$ cat src/rtl/adder_arbiter.sv
// Round-robin scheduler sharing one WIDTH-bit adder among NREQ requesters; accept -> response valid in 2 cycles.
// One operation in flight; no request is accepted while a response waits for rsp_ready.
module adder_arbiter #(
   parameter int WIDTH = 32,
   parameter int NREQ  = 4,
   parameter int IDW   = $clog2(NREQ)
) (
   input  logic                    clk,
   input  logic                    rst_n,
   input  logic [NREQ-1:0]         req_valid,
   output logic [NREQ-1:0]         req_ready,
   input  logic [NREQ*WIDTH-1:0]   req_a,
   input  logic [NREQ*WIDTH-1:0]   req_b,
   input  logic [NREQ-1:0]         req_cin,
   output logic                    rsp_valid,
   input  logic                    rsp_ready,
   output logic [IDW-1:0]          rsp_id,
   output logic [WIDTH-1:0]        rsp_sum,
   output logic                    rsp_cout,
   output logic                    rsp_ovf
);

   typedef enum logic [1:0] {IDLE, ADD, RESP} state_t;

   state_t           state_q;
   logic [IDW-1:0]   ptr_q;
   logic [IDW-1:0]   op_id_q;
   logic [WIDTH-1:0] op_a_q;
   logic [WIDTH-1:0] op_b_q;
   logic             op_cin_q;

   logic             rsp_valid_q;
   logic [IDW-1:0]   rsp_id_q;
   logic [WIDTH-1:0] rsp_sum_q;
   logic             rsp_cout_q;
   logic             rsp_ovf_q;

   logic             win_vld;
   logic [IDW-1:0]   win_id;
   logic [IDW-1:0]   cand;
   logic [WIDTH:0]   sum_full;
   logic [WIDTH-1:0] sum_d;
   logic             cout_d;
   logic             ovf_d;

   // Search starts just past the last winner so every requester gets a turn.
   always_comb begin
      win_vld = 1'b0;
      win_id  = '0;
      cand    = '0;
      for (int k = 1; k <= NREQ; k++) begin
         cand = IDW'((int'(ptr_q) + k) % NREQ);
         if (!win_vld && req_valid[cand]) begin
            win_vld = 1'b1;
            win_id  = cand;
         end
      end
   end

   always_comb begin
      req_ready = '0;
      if (state_q == IDLE && win_vld) begin
         req_ready[win_id] = 1'b1;
      end
   end

   assign sum_full = {1'b0, op_a_q} + {1'b0, op_b_q} + {{WIDTH{1'b0}}, op_cin_q};
   assign sum_d    = sum_full[WIDTH-1:0];
   assign cout_d   = sum_full[WIDTH];
   assign ovf_d    = (op_a_q[WIDTH-1] == op_b_q[WIDTH-1]) && (sum_d[WIDTH-1] != op_a_q[WIDTH-1]);

   always_ff @(posedge clk or negedge rst_n) begin
      if (!rst_n) begin
         state_q     <= IDLE;
         ptr_q       <= IDW'(NREQ - 1);
         op_id_q     <= '0;
         op_a_q      <= '0;
         op_b_q      <= '0;
         op_cin_q    <= 1'b0;
         rsp_valid_q <= 1'b0;
         rsp_id_q    <= '0;
         rsp_sum_q   <= '0;
         rsp_cout_q  <= 1'b0;
         rsp_ovf_q   <= 1'b0;
      end else begin
         case (state_q)
            IDLE: begin
               if (win_vld) begin
                  op_a_q   <= req_a[int'(win_id)*WIDTH +: WIDTH];
                  op_b_q   <= req_b[int'(win_id)*WIDTH +: WIDTH];
                  op_cin_q <= req_cin[win_id];
                  op_id_q  <= win_id;
                  ptr_q    <= win_id;
                  state_q  <= ADD;
               end
            end
            ADD: begin
               rsp_sum_q   <= sum_d;
               rsp_cout_q  <= cout_d;
               rsp_ovf_q   <= ovf_d;
               rsp_id_q    <= op_id_q;
               rsp_valid_q <= 1'b1;
               state_q     <= RESP;
            end
            RESP: begin
               if (rsp_ready) begin
                  rsp_valid_q <= 1'b0;
                  state_q     <= IDLE;
               end
            end
            default: state_q <= IDLE;
         endcase
      end
   end

   assign rsp_valid = rsp_valid_q;
   assign rsp_id    = rsp_id_q;
   assign rsp_sum   = rsp_sum_q;
   assign rsp_cout  = rsp_cout_q;
   assign rsp_ovf   = rsp_ovf_q;

endmodule
$ cat config.mk
export PLATFORM = sky130hd
export DESIGN_NAME = adder_arbiter
export DESIGN_NICKNAME = d
export VERILOG_FILES = /design/src/rtl/adder_arbiter.sv
export SDC_FILE = /design/constraint.sdc
export NUM_CORES = 1
export LEC_CHECK = 0
export CORE_MARGIN = 2
export CORE_UTILIZATION = 40
export CTS_CLUSTER_SIZE = 20
export DETAILED_ROUTE_END_ITERATION = 12
export GPL_ROUTABILITY_DRIVEN = 0
export PLACE_DENSITY = 0.75
export SLEW_MARGIN = 15
export SYNTH_ARGS = -nofsm -noshare
export SYNTH_HDL_FRONTEND = slang
export SYNTH_SLANG_ARGS = --single-unit
$ cat constraint.sdc
create_clock -name clk -period 7.2 [get_ports clk]
set_input_delay 1.08 -clock clk [delete_from_list [all_inputs] [get_ports clk]]
set_output_delay 1.08 -clock clk [all_outputs]
set_load 0.005 [all_outputs]
-- Word-level counts from Yosys, hierarchy flattened
Cells that the tools add are included.
W data, S select, Z words.
- bits in registers: 108
- input port bits: 267
- output and inout port bits: 41
- word-level logic and storage cells: 71
- add/sub/neg operators: 6
- order comparisons: 6
- equal/unequal tests: 6
- shift operators: 2
- multiplexer cells: 26
- reductions and logical operators: 14
- operators by type and width (operator ; count):
    $shiftx A128 B8 Y32 ; 2
    $add A32 B32 Y33 ; 1
    $add A33 B1 Y33 ; 1
    $lt A2 B3 Y1 const B ; 5
    $mux W2 ; 6
    $mux W1 ; 11
    $bmux W1 S2 ; 5
    $logic_and A1 B1 Y1 ; 6
    $pmux W2 S3 ; 1
    $reduce_and A2 Y1 ; 3
    $add A2 B1 Y2 const B ; 2
    $add A2 B2 Y2 const B ; 2
    $mux W4 ; 1
    $ne A2 B2 Y1 const B ; 2
    $logic_not A1 Y1 ; 3
    $demux W1 S2 ; 1
    $eq A2 B1 Y1 const B ; 1
    $eq A2 B2 Y1 const B ; 1
    $ge A2 B1 Y1 const B ; 1
    $logic_not A2 Y1 ; 1
    $pmux W1 S2 ; 1
    $reduce_bool A2 Y1 ; 1
    $eq A1 B1 Y1 ; 1
    $ne A1 B1 Y1 ; 1

-- Logic depth before layout (Yosys ltp)
Gate-level depths: netlist of the first run.
- depth in word-level cells: 18
- gate-level depth with buffers: 11
- depth with buffers taken out: 9

-- Worst setup path before layout of the first run
No wires, ideal clock.
- kind: input-to-output
- start: input port req_valid[1]
- end: output port req_ready[0]
- data arrival time: 2.360 ns
- data required time: 6.120 ns
- path slack: 3.760 ns
- cell stages on the path: 7
- buffers on the path: 2
- cell sequence: nor2b_1 -> a21oi_1 -> nor2_1 -> a211oi_2 -> buf_2 -> buf_2 -> and3_1
- longest elaborated chain between the ends: 17
- elaborated cells on any way between the ends: 29
- those cells by class: order compare (2); mux (19); reduce/logical (8)
- ends and longest elaborated chain (item ; line ; source):
    start: declaration ; 10 ; input logic [NREQ-1:0] req_valid,
    $bmux W1 S2 ; 53 ; if (!win_vld && req_valid[cand]) begin
    $mux W1 (not written as such) ; 53 ;
    $mux W1 ; 53 ;
    $logic_not A1 Y1 ; 53 ;
    $logic_and A1 B1 Y1 ; 53 ;
    $mux W1 ; 53 ;
    $logic_not A1 Y1 ; 53 ;
    $logic_and A1 B1 Y1 ; 53 ;
    $mux W1 ; 53 ;
    $logic_not A1 Y1 ; 53 ;
    $logic_and A1 B1 Y1 ; 53 ;
    $mux W2 ; 53 ;
    $lt A2 B3 Y1 (not written as such) / $ge A2 B1 Y1 (equally long branches) ; 63 ; req_ready[win_id] = 1'b1;
    $logic_and A1 B1 Y1 (not written as such) ; 63 ;
    $mux W1 (not written as such) ; 63 ;
    $demux W1 S2 ; 63 ;
    $mux W4 (*) ; 62 ; if (state_q == IDLE && win_vld) begin
    end: declaration ; 11 ; output logic [NREQ-1:0] req_ready,
Every way passes the cells marked *; elsewhere a longest branch is shown, timed or not. The select of a mux whose other input is x is not followed.

-- Worst setup path in the final report of the first run
- start: input port req_valid[1]
- end: output port req_ready[3]
Same word-level chain as after synthesis.

==> results.txt, run 1 <==
The flow ran to the end, and the final reports show no timing, DRC or antenna violations. The dominant register cell in the synthesized netlist is dfrtp_1. The post-synthesis net count is 1446.

Setup repair after global routing left no endpoint under its margin. The H-tree depth reported by CTS is 3. Entering global routing, the biggest net connects 113 pins. The worst register-to-register path has a depth of 9.

The residual antenna-violating net count after detailed routing came out at 0. The share of power burned in registers is 23.4%. The number of slew-limit violations in the final report came out at 0. The worst-case headroom to the max-slew limit came out at 25.5%. Counting the buffers created by CTS gives 9. The worst setup path is captured at an output pin. The number of placed instances with taps included came out at 1649. The routed length on met2 came out at 12100 um. The area of the die came out at 20700 um^2. The worst hold path belongs to the class flip-flop to flip-flop. The die span in y is 144 um.

Sorting the synthesized cells by area gives the leading types as dfrtp_1, nand2_1, o21ai_0. The unique cell type count in the Yosys netlist came out at 53. The power per cell area came out at 440 nW/um^2.

The detailed router finished its first iteration with 677 violations. The tree is rooted in a clkbuf_16. The total overflow left after global routing is 0. The number of buffers inserted for hold repair after clock tree synthesis is 0. The critical path goes through clkdlybuf4s50_1 -> o21ai_1 -> o21ai_1 -> a211oi_4 -> nand2_1 -> nor2_1 -> clkdlybuf4s50_1. The critical path is of the primary input to output pin type. The initial core utilization is 40.4%. The arrival time at the worst endpoint is 3.68 ns.

For this run, the slowest stage of the critical path takes 0.93 ns. The width of the die is 144 um. The Yosys warning count came out at 0. The slew of the pin with the lowest slew margin is 1.12 ns. The number of hold violations in the final report is 0. The internal portion of the total power is 0.00259 W. The total routing resource utilization after global routing is 24.5%. The length of routed met3 wiring came out at 1680 um. The DRC violation count after routing is 0. The insertion delay to the later sink of the worst-skew pair is 0.36 ns. After layout, the design draws a total of 0.00498 W. Setup violations remaining at the end of the flow were counted as 0.

The analysis attributes to cell leakage a power of 5.10 nW. Sequential cells were found to cover 34.6% of the synthesized design area. The category of cells accounting for the largest share of critical-path delay is compound AO/OA/AOI/OAI gates.

The mean post-synth cell area is 6.82 um^2. The number of I/O pins came out at 308. The average vias per placed instance is 5.13. The synthesized cell area is 7810 um^2. The cell count along the critical path is 7. The number of synthesized flops with an enable pin is 0. The critical path required time came out at 6.12 ns. The synthesized netlist cell count came out at 1146. The share of the clock period used by the worst path is 66.1%.

The wire length on met1 came out at 11100 um. The most instantiated library cell after synthesis is nand2_1. The floorplan has 51 rows. The number of buffers added on ports came out at 307.

The number of antenna cells inserted is 0. For this design, the slowest cell found on the critical path is a211oi_4. Clock-pin slew was measured on the worst setup and hold paths at 0.07 ns. The max-capacitance violation count is 0. The critical path contains buffers and inverters numbering 2 combined. The aggregate negative setup slack came out at 0 ns. After detailed routing, the total wire length is 25300 um.

The slack of the critical path is 2.44 ns. Signal routing reaches up to met4. The pre-antenna-repair detailed-routing pass consisted of 7 iterations. The power share of the clock group is 10.7%. The area inside the core boundary came out at 19300 um^2.

The placed instances occupy a cell area of 11000 um^2. Before CTS, the worst setup slack after placement is 2.48 ns. The sum of net half-perimeters after detailed placement is 19500 um. The final standard cell count with taps included and fillers excluded came out at 1665. The clock skew after layout came out at 0.00608 ns.

The relative contribution of combinational cells to total power is 65.9%. The final critical-path required period is 4.76 ns. The slack of the worst reg-to-reg path came out at 3.62 ns. The routed via count came out at 8541. With fillers left out, the area of the finished cells amounts to 11300 um^2. For this run, the top clock speed supported by timing is 210 MHz.

Summed over its instances, the top area cell type makes up 34.0% of the synthesized netlist area. STA classifies the critical path startpoint as a primary input. The post-CTS setup buffer count came out at 0. The analysis attributes to net switching a power of 0.00239 W. The synthesized design spends more area on one cell type than any other, namely dfrtp_1. The number of global-route vias before repair came to 7862.

CTS saw 108 sinks. The post-synthesis to final-layout area growth is 44.8%. The CTS tree is yes.

After the last flow step, the layout net total stands at 1695. The register bit total from synthesis came out at 108. Net switching is 48.1% of the power. The worst-case clock buffer depth came out at 2.

In the final layout, the share of cells above drive strength 1 is 2.57%. In the synthesized netlist the async set-or-reset flop fraction comes to 100%. The count of cells resized by post-cts repair came out at 0. The number of antenna violations at the first check in global routing is 0. The highest net fanout along the worst path came out at 25.

The count of cells along the worst hold path is 2. The first-pass GRT wire length came out at 39900 um. The average detailed-routed wire length per instance is 15.2 um. After synthesis, the most frequently instantiated cells are nand2_1, o21ai_0, dfrtp_1, nand3_1, clkbuf_1. The maximum resistive drop on vdd came out at 224 uV.
power by group through the flow:
stage / Clock (W) / Sequential (W) / Combinational, W
finish: 0.000535 / 0.00116 / 0.00328
global route: 0.000572 / 0.00120 / 0.00370
CTS: 0.000545 / 0.00117 / 0.00327
detailed placement: 0 / 0.00117 / 0.00325
global placement: 0 / 0.00116 / 0.00320
floorplan: 0 / 0.00109 / 0.00230
per-stage QoR:
stage / hold slack [ns] / util (%)
after floorplan: 0.439 / -
after global placement: 0.451 / 56.8
after detailed placement: 0.462 / 56.8
after CTS: 0.480 / 58.5
after global routing: 0.500 / 58.5
final: 0.477 / 58.5
final cells by class:
class | count | area (um^2)
Timing Repair Buffer | 315 | 3130
Inverter | 12 | 45.0
Clock inverter | 4 | 72.6
Tap cell | 265 | 332
Sequential cell | 108 | 2710
Multi-Input combinational cell | 949 | 4780
Fill cell | 1767 | 8030
Clock buffer | 12 | 246
final timing paths:
check | from | end
setup reg to reg | ptr_q[1] | op_b_q[21]
max in group asynchronous | rst_n | op_b_q[8]
hold / removal | rsp_sum[15] | rsp_sum[15]
hold reg to reg | rsp_sum[15] | rsp_sum[15]
setup / recovery | req_valid[1] | req_ready[3]
min in group asynchronous | rst_n | rsp_valid
tightest hold or removal path: stages, from the launching register on:
cell	delay (ns)
dfrtp_1	0.34
nand2_1	0.04
o21ai_0	0.06
state kept, by name, summed over array words and instances (netlist names):
name,count
op_a_q,32
op_b_q,32
rsp_sum,32
op_id_q,2
ptr_q,2
rsp_id,2
state_q,2
op_cin_q,1
rsp_cout,1
rsp_ovf,1
rsp_valid,1
cells by family (layout without fill, tap and decap cells):
group           after synthesis  count (layout)  synth area share [%]
simple gates                613             613                  32.2
fa+ha+maj                    33              33                  5.48
buf+inv                      89             343                  4.61
flops                       108             108                  34.6
compound gates              278             278                  20.3
xor+xnor                     25              25                  2.80
cells in the final DEF (no fill, tap or decap), types with 13 or more instances in the layout:
master	instances
nor2_1	25
xnor2_1	14
a21o_1	13
a21oi_1	45
nand3_1	76
clkdlybuf4s50_1	306
o21ai_1	42
ha_1	31
o21ai_0	136
dfrtp_1	106
nand2_1	465
routing by layer:
metal | up-vias | track usage, %
met5 | - | 0
met4 | 0 | 5.88
met3 | 30 | 5.66
met2 | 298 | 40.2
met1 | 3846 | 32.9
li1 | 4367 | -
Power figures use the tool's default switching activity.
==> run 2, diff against run 1 <==
==> constraint.sdc (replaced) <==
create_clock -name clk -period 4.42 [get_ports clk]
set_input_delay 0.663 -clock clk [delete_from_list [all_inputs] [get_ports clk]]
set_output_delay 0.663 -clock clk [all_outputs]
set_load 0.005 [all_outputs]
==> results.txt, run 2 (synthesis gave the netlist of run 1 again) <==
After legalization and detailed placement, the total HPWL measured 19900 um. The final critical-path required period came out at 3.31 ns. Across all hold checks on the routed design, the worst slack comes to 0.135 ns.

Setup repair after global routing left no endpoint under its margin. After detailed routing, the number of remaining DRC violations is 0. The switching share of power came out at 48.5%. Traced cell by cell, the critical path runs through clkdlybuf4s50_1 -> o21ai_1 -> o21ai_1 -> a211oi_4 -> nand2_1 -> nor2_1 -> clkdlybuf4s50_1. The maximum resistive drop on vdd is 365 uV. The violation count after the first detailed-routing iteration is 619. Summed over all layers, the routed wires come to 26100 um. The post-synthesis to final-layout area growth is 45.1%. For this block, the via count after detailed routing is 8571. The number of placed instances with taps included is 1651. The cell chosen for the clock root is clkbuf_16. In the global route stage, overall resource usage came out at 25.5%. For this run, the detailed router's first-pass iteration total came to 5. The cell count along the critical path is 7.

The initial core utilization came out at 40.4%. The total CTS buffers came out at 9. The number of slew-limit violations in the final report came out at 0. The leading cell type in the layout, fill and taps excluded is nand2_1.

In this run the count of I/O pins placed on the die edge is 308. The share of power burned in registers came out at 23.5%. The residual antenna-violating net count after detailed routing is 0. The critical path required time came out at 3.76 ns.

The share of total power dissipated in combinational logic is 66.4%. The first global-routing pass estimated 41400 um of wire. The worst-case clock buffer depth came out at 2. The number of buffer and inverter stages on the critical path came out at 2. The number of hold violations in the final report came out at 0.

The type of the worst setup path is primary input to output pin. The number of antenna violations at the first check in global routing is 0. In this design, the largest share of critical-path delay is due to buffers and inverters. The final design area excluding fillers came out at 11300 um^2. The number of global-route vias before repair is 8145. For the pin with the worst max-slew slack, the measured transition is 0.881 ns. The fmax is 302 MHz.

In the final design database the tool counted 1697 nets. The worst register-to-register path has a depth of 9. In the final timing run, aggregate negative setup slack is 0 ns. The largest net degree at the start of global routing came out at 131. The number of antenna cells inserted came out at 0. The post-CTS setup buffer count is 0. The number of clock sinks seen by CTS is 108.

The clock edge transition at the registers on the reported setup and hold paths came out at 0.07 ns. The master of the slowest instance on the critical path is clkdlybuf4s50_1. The die span in y came out at 144 um. The insertion delay to the later sink of the worst-skew pair came out at 0.35 ns. The area of the die is 20700 um^2. The highest net fanout along the worst path is 5. The run finished with clean final reports. The longest individual stage delay on the worst path is 0.52 ns.

The average vias per placed instance is 5.14. For this design the ratio of total power to cell area is 717 nW/um^2. In this run the horizontal extent of the chip is 144 um. The worst setup path is launched from a primary input. In this run the worst hold path is classified as primary input to asynchronous set/reset pin. The area inside the core boundary came out at 19300 um^2. The H-tree depth reported by CTS came out at 3. The number of buffers added on ports came out at 307. The count of cells resized by post-cts repair came out at 0. The share of the clock period used by the worst path came out at 75.0%. Leaving out fill and tap cells, the most frequent cells in the layout are nand2_1, clkdlybuf4s50_1, o21ai_0, dfrtp_1, nand3_1. The average detailed-routed wire length per instance came out at 15.7 um. The total leakage power came out at 5.11 nW. The clock skew after layout came out at 0.00595 ns.

The share of total power dissipated in the clock network is 10.2%. The final standard cell count with taps included and fillers excluded is 1666. The worst pin sits at a relative slew slack of 41.3%. The kind of capture point of the worst setup path is an output pin. Of the cells placed in the final design, the portion with a size suffix greater than 1 is 2.71%. The design internal power came out at 0.00419 W. The total cell area at the placement stage is 11000 um^2. The max-capacitance violation count came out at 0.

TritonCTS built the clock tree. The arrival time at the worst endpoint came out at 2.65 ns. The row count is 51. The number of buffers inserted for hold repair after clock tree synthesis is 0.

Setup violations remaining at the end of the flow were counted as 0. The net switching power of the design is 0.00394 W. The leftover overflow at the end of global routing is 0.
-- run 2: changes by cell type in the layout (fill, tap and decap cells not counted), sizes merged --
cell    change
buf         +2
bufinv      -1
-- run 2: power groups by stage --
stage	combinational, W	sequential, W	clock [W]
final	0.00540	0.00191	0.000826
after global routing	0.00610	0.00197	0.000883
after floorplan	0.00374	0.00178	0
after detailed placement	0.00535	0.00192	0
after CTS	0.00538	0.00190	0.000846
after global placement	0.00526	0.00191	0
-- run 2: through the flow --
stage	setup slack, ns	utilization [%]	total power (W)
2_1_floorplan	1.55	-	0.00552
4_1_cts	1.11	58.6	0.00813
3_5_place_dp	0.847	57.0	0.00727
5_1_grt	0.929	58.6	0.00895
6_report	1.11	58.6	0.00813
3_3_place_gp	0.965	57.0	0.00717
-- run 2: worst register-to-register path: stages (launching register included) --
cell      delay, ns
dfrtp_1        0.40
fa_1           0.47
fa_1           0.41
a21o_1         0.24
a221oi_4       0.33
o221ai_2       0.27
o22a_1         0.34
a311o_1        0.38
xnor2_1        0.23
o21ai_1        0.10
-- run 2: layer usage --
layer  vias up  GRT usage [%]  share of wire (%)
li1       4368              -                  -
met2       311           42.5                 47
met4         0           6.97                2.1
met5         -              0                  0
met1      3854           33.6                 44
met3        38           5.26                6.3
-- run 2: path summary, 6_finish.rpt --
| kind | start | to | slack [ns] |
|---|---|---|---|
| worst max-delay path | req_valid[0] | req_ready[3] | 1.11 |
| worst min-delay path | rst_n | rsp_valid | 0.13 |
| worst max register to register | op_a_q[0] | rsp_sum[20] | 1.11 |
| worst min register to register | rsp_sum[22] | rsp_sum[22] | 0.48 |
| max in group asynchronous | rst_n | op_b_q[13] | 3.25 |
| min in group clk | rsp_sum[22] | rsp_sum[22] | 0.48 |
-- run 2: layout make-up --
type	instances	area, um^2
fill	1841	8000
multi-input combinational	949	4780
timing repair buffer	317	3170
sequential	108	2710
tap	265	332
clock buffer	12	256
clock inverter	3	46.3
inverter	12	45.0
==> run 3, diff against run 2 <==
==> constraint.sdc (replaced) <==
create_clock -name clk -period 3.05 [get_ports clk]
set_input_delay 0.4575 -clock clk [delete_from_list [all_inputs] [get_ports clk]]
set_output_delay 0.4575 -clock clk [all_outputs]
set_load 0.005 [all_outputs]
==> results.txt, run 3 (synthesis gave the netlist of run 1 again) <==
The flow ran to the end, and the final reports show no timing, DRC or antenna violations. The die span in y is 144 um. The total CTS buffers came out at 9. The fraction of layout instances using a drive strength above 1 came out at 3.48%. The aggregate negative setup slack is 0 ns.

For this run, design rule violations remaining after detail routing come to 0. The final wirelength came out at 25500 um. The max-capacitance violation count is 0. The worst min-delay path class is primary input to asynchronous set/reset pin. The cell chosen for the clock root is clkbuf_16.

The number of slew-limit violations in the final report was 0. The longest individual stage delay on the worst path came out at 0.47 ns. The detailed-router iteration count before antenna repair is 5. The insertion delay to the later sink of the worst-skew pair came out at 0.36 ns. The number of hold violations in the final report came out at 0. In the final routed layout, each cell accounts on average for 15.2 um. Setup violations remaining at the end of the flow were counted as 0.

Global routing consumed, over all layers together, 24.7% of the routing resources. The routed via count is 8536. For this run, the share of the core covered by cells in the final layout is 59.0%.

The slack of the worst reg-to-reg path is 0.12 ns. In this run the worst path has a maximum fanout of 3. The net count of the finished layout came out at 1703. The clock skew after layout is 0.00881 ns. The worst hold slack came out at 0.205 ns. The repair_antennas step left the layout with diodes totalling 0. The leading cell type in the layout, fill and taps excluded is nand2_1.

The first-pass GRT wire length came out at 40100 um. The worst setup path is captured at a flip-flop. The number of clock sinks seen by CTS is 108. The largest individual stage delay along the critical path comes from the cell fa_1.

The number of antenna violations at the first check in global routing came to 1. The largest net degree at the start of global routing came out at 133. The type of the worst setup path is flip-flop to flip-flop. The filler cell count came out at 1827. The sum of net half-perimeters after detailed placement is 19700 um. The row count is 51. The top cell types in the final layout, fill and taps aside, are nand2_1, clkdlybuf4s50_1, o21ai_0, dfrtp_1, nand3_1. The number of buffers added on ports came out at 307.

Dividing total power by cell area gives a power density of 1040 nW/um^2. The slack of the critical path is 0.123 ns. After layout, the minimum clock period comes to 2.93 ns. Clock-pin slew was measured on the worst setup and hold paths at 0.08 ns. The width of the die is 144 um. In the routed layout, each cell is associated on average with a via count of 5.10. The worst setup path is launched from a flip-flop. The fmax came out at 342 MHz.

The minimum setup slack after placement is 0.0424 ns. CTS built an H-tree with a depth of 3. The arrival time at the worst endpoint is 3.16 ns. The area growth from synthesis to layout is 46.1%. The sequential standard cell area is 2710 um^2. Post-CTS timing repair inserted 0 buffers for setup. The initial core utilization came out at 40.4%. The critical path goes through fa_1 -> fa_2 -> a21o_1 -> a221oi_4 -> o221ai_2 -> o22a_2 -> a311o_1 -> xnor2_1 -> o21ai_1. The area inside the core boundary came out at 19300 um^2. Setup repair after global routing left no endpoint under its margin. The worst-case reg-to-reg path depth is 9. The beginning of the worst register-to-register path is op_a_q[0]. The total leakage power is 5.14 nW. At the worst endpoint, the required time is 3.29 ns. The worst-case headroom to the max-slew limit came out at 41.8%. The number of global-route vias before repair came out at 8161. Pin placement for this block handled 308 I/O pins. The maximum resistive drop on vdd is 475 uV. TritonCTS built the clock tree. Of the available clock period, the critical path in the final layout requires 96.0%. The slew of the pin with the lowest slew margin came out at 0.873 ns.

The violation count after the first detailed-routing iteration came out at 552. The worst register-to-register path ends at rsp_sum[20]. The residual antenna-violating net count after detailed routing came out at 0. For this run the aggregate overflow at the end of global routing stands at 0. The worst-case clock buffer depth came out at 2. The area used by multi-input combinational logic is 4780 um^2. The die covers 20700 um^2.
==> run 3: per-layer routing <==
layer	up-vias	wire length (um)	GRT usage [%]
li1	4387	-	-
met1	3817	11100	31.0
met2	289	12300	42.4
met3	41	1640	5.63
met4	2	491	7.17
met5	-	13	0
==> run 3: stage by stage <==
stage	cell area (um^2)	power (W)	std cells
CTS	11400	0.0119	1673
floorplan	7810	0.00800	1146
global placement	11100	0.0105	1657
global route	11400	0.0130	1673
detailed placement	11100	0.0106	1657
finish	11400	0.0119	1673
==> run 3: worst max-delay path: cells and delay by family, from the launching register on <==
kind	cells	cell delay, ns
fa+ha+maj	2	0.84
compound gates	6	1.40
xor+xnor	1	0.15
flops	1	0.41
==> run 3: worst max-delay path by stage <==
stage / slack (ns) / end / start / depth (start not counted)
2_1_floorplan: 0.18 / rsp_sum[20] / op_a_q[0] / 9
3_3_place_gp: 0.09 / rsp_sum[20] / op_a_q[0] / 9
3_5_place_dp: 0.04 / op_b_q[22] / req_valid[1] / 9
4_1_cts: 0.03 / rsp_sum[20] / op_a_q[0] / 9
5_1_grt: 0.03 / rsp_sum[20] / op_a_q[0] / 9
6_report: 0.12 / rsp_sum[20] / op_a_q[0] / 9
==> run 3: where the power goes <==
part	switching [W]	leakage [nW]	total (W)	internal, W
clock network	0.000554	0.142	0.00120	0.000641
logic	0.00463	3.68	0.00790	0.00327
registers	0.000553	1.32	0.00275	0.00220
total	0.00574	5.14	0.0119	0.00611
==> run 3: repair_timing <==
action,4_1_cts,5_1_grt
endpoints found under the setup margin,0,6
gates resized for setup,0,4
hold buffers,0,0
==> run 3: area by class of cell <==
type | count | share of cell area [%]
clock buffers | 9 | 1.97
clock inverters | 7 | 0.669
inverters | 12 | 0.395
repair buffers | 323 | 28.4
multi-input cells | 949 | 41.9
well taps | 265 | 2.91
flip-flops and latches | 108 | 23.7
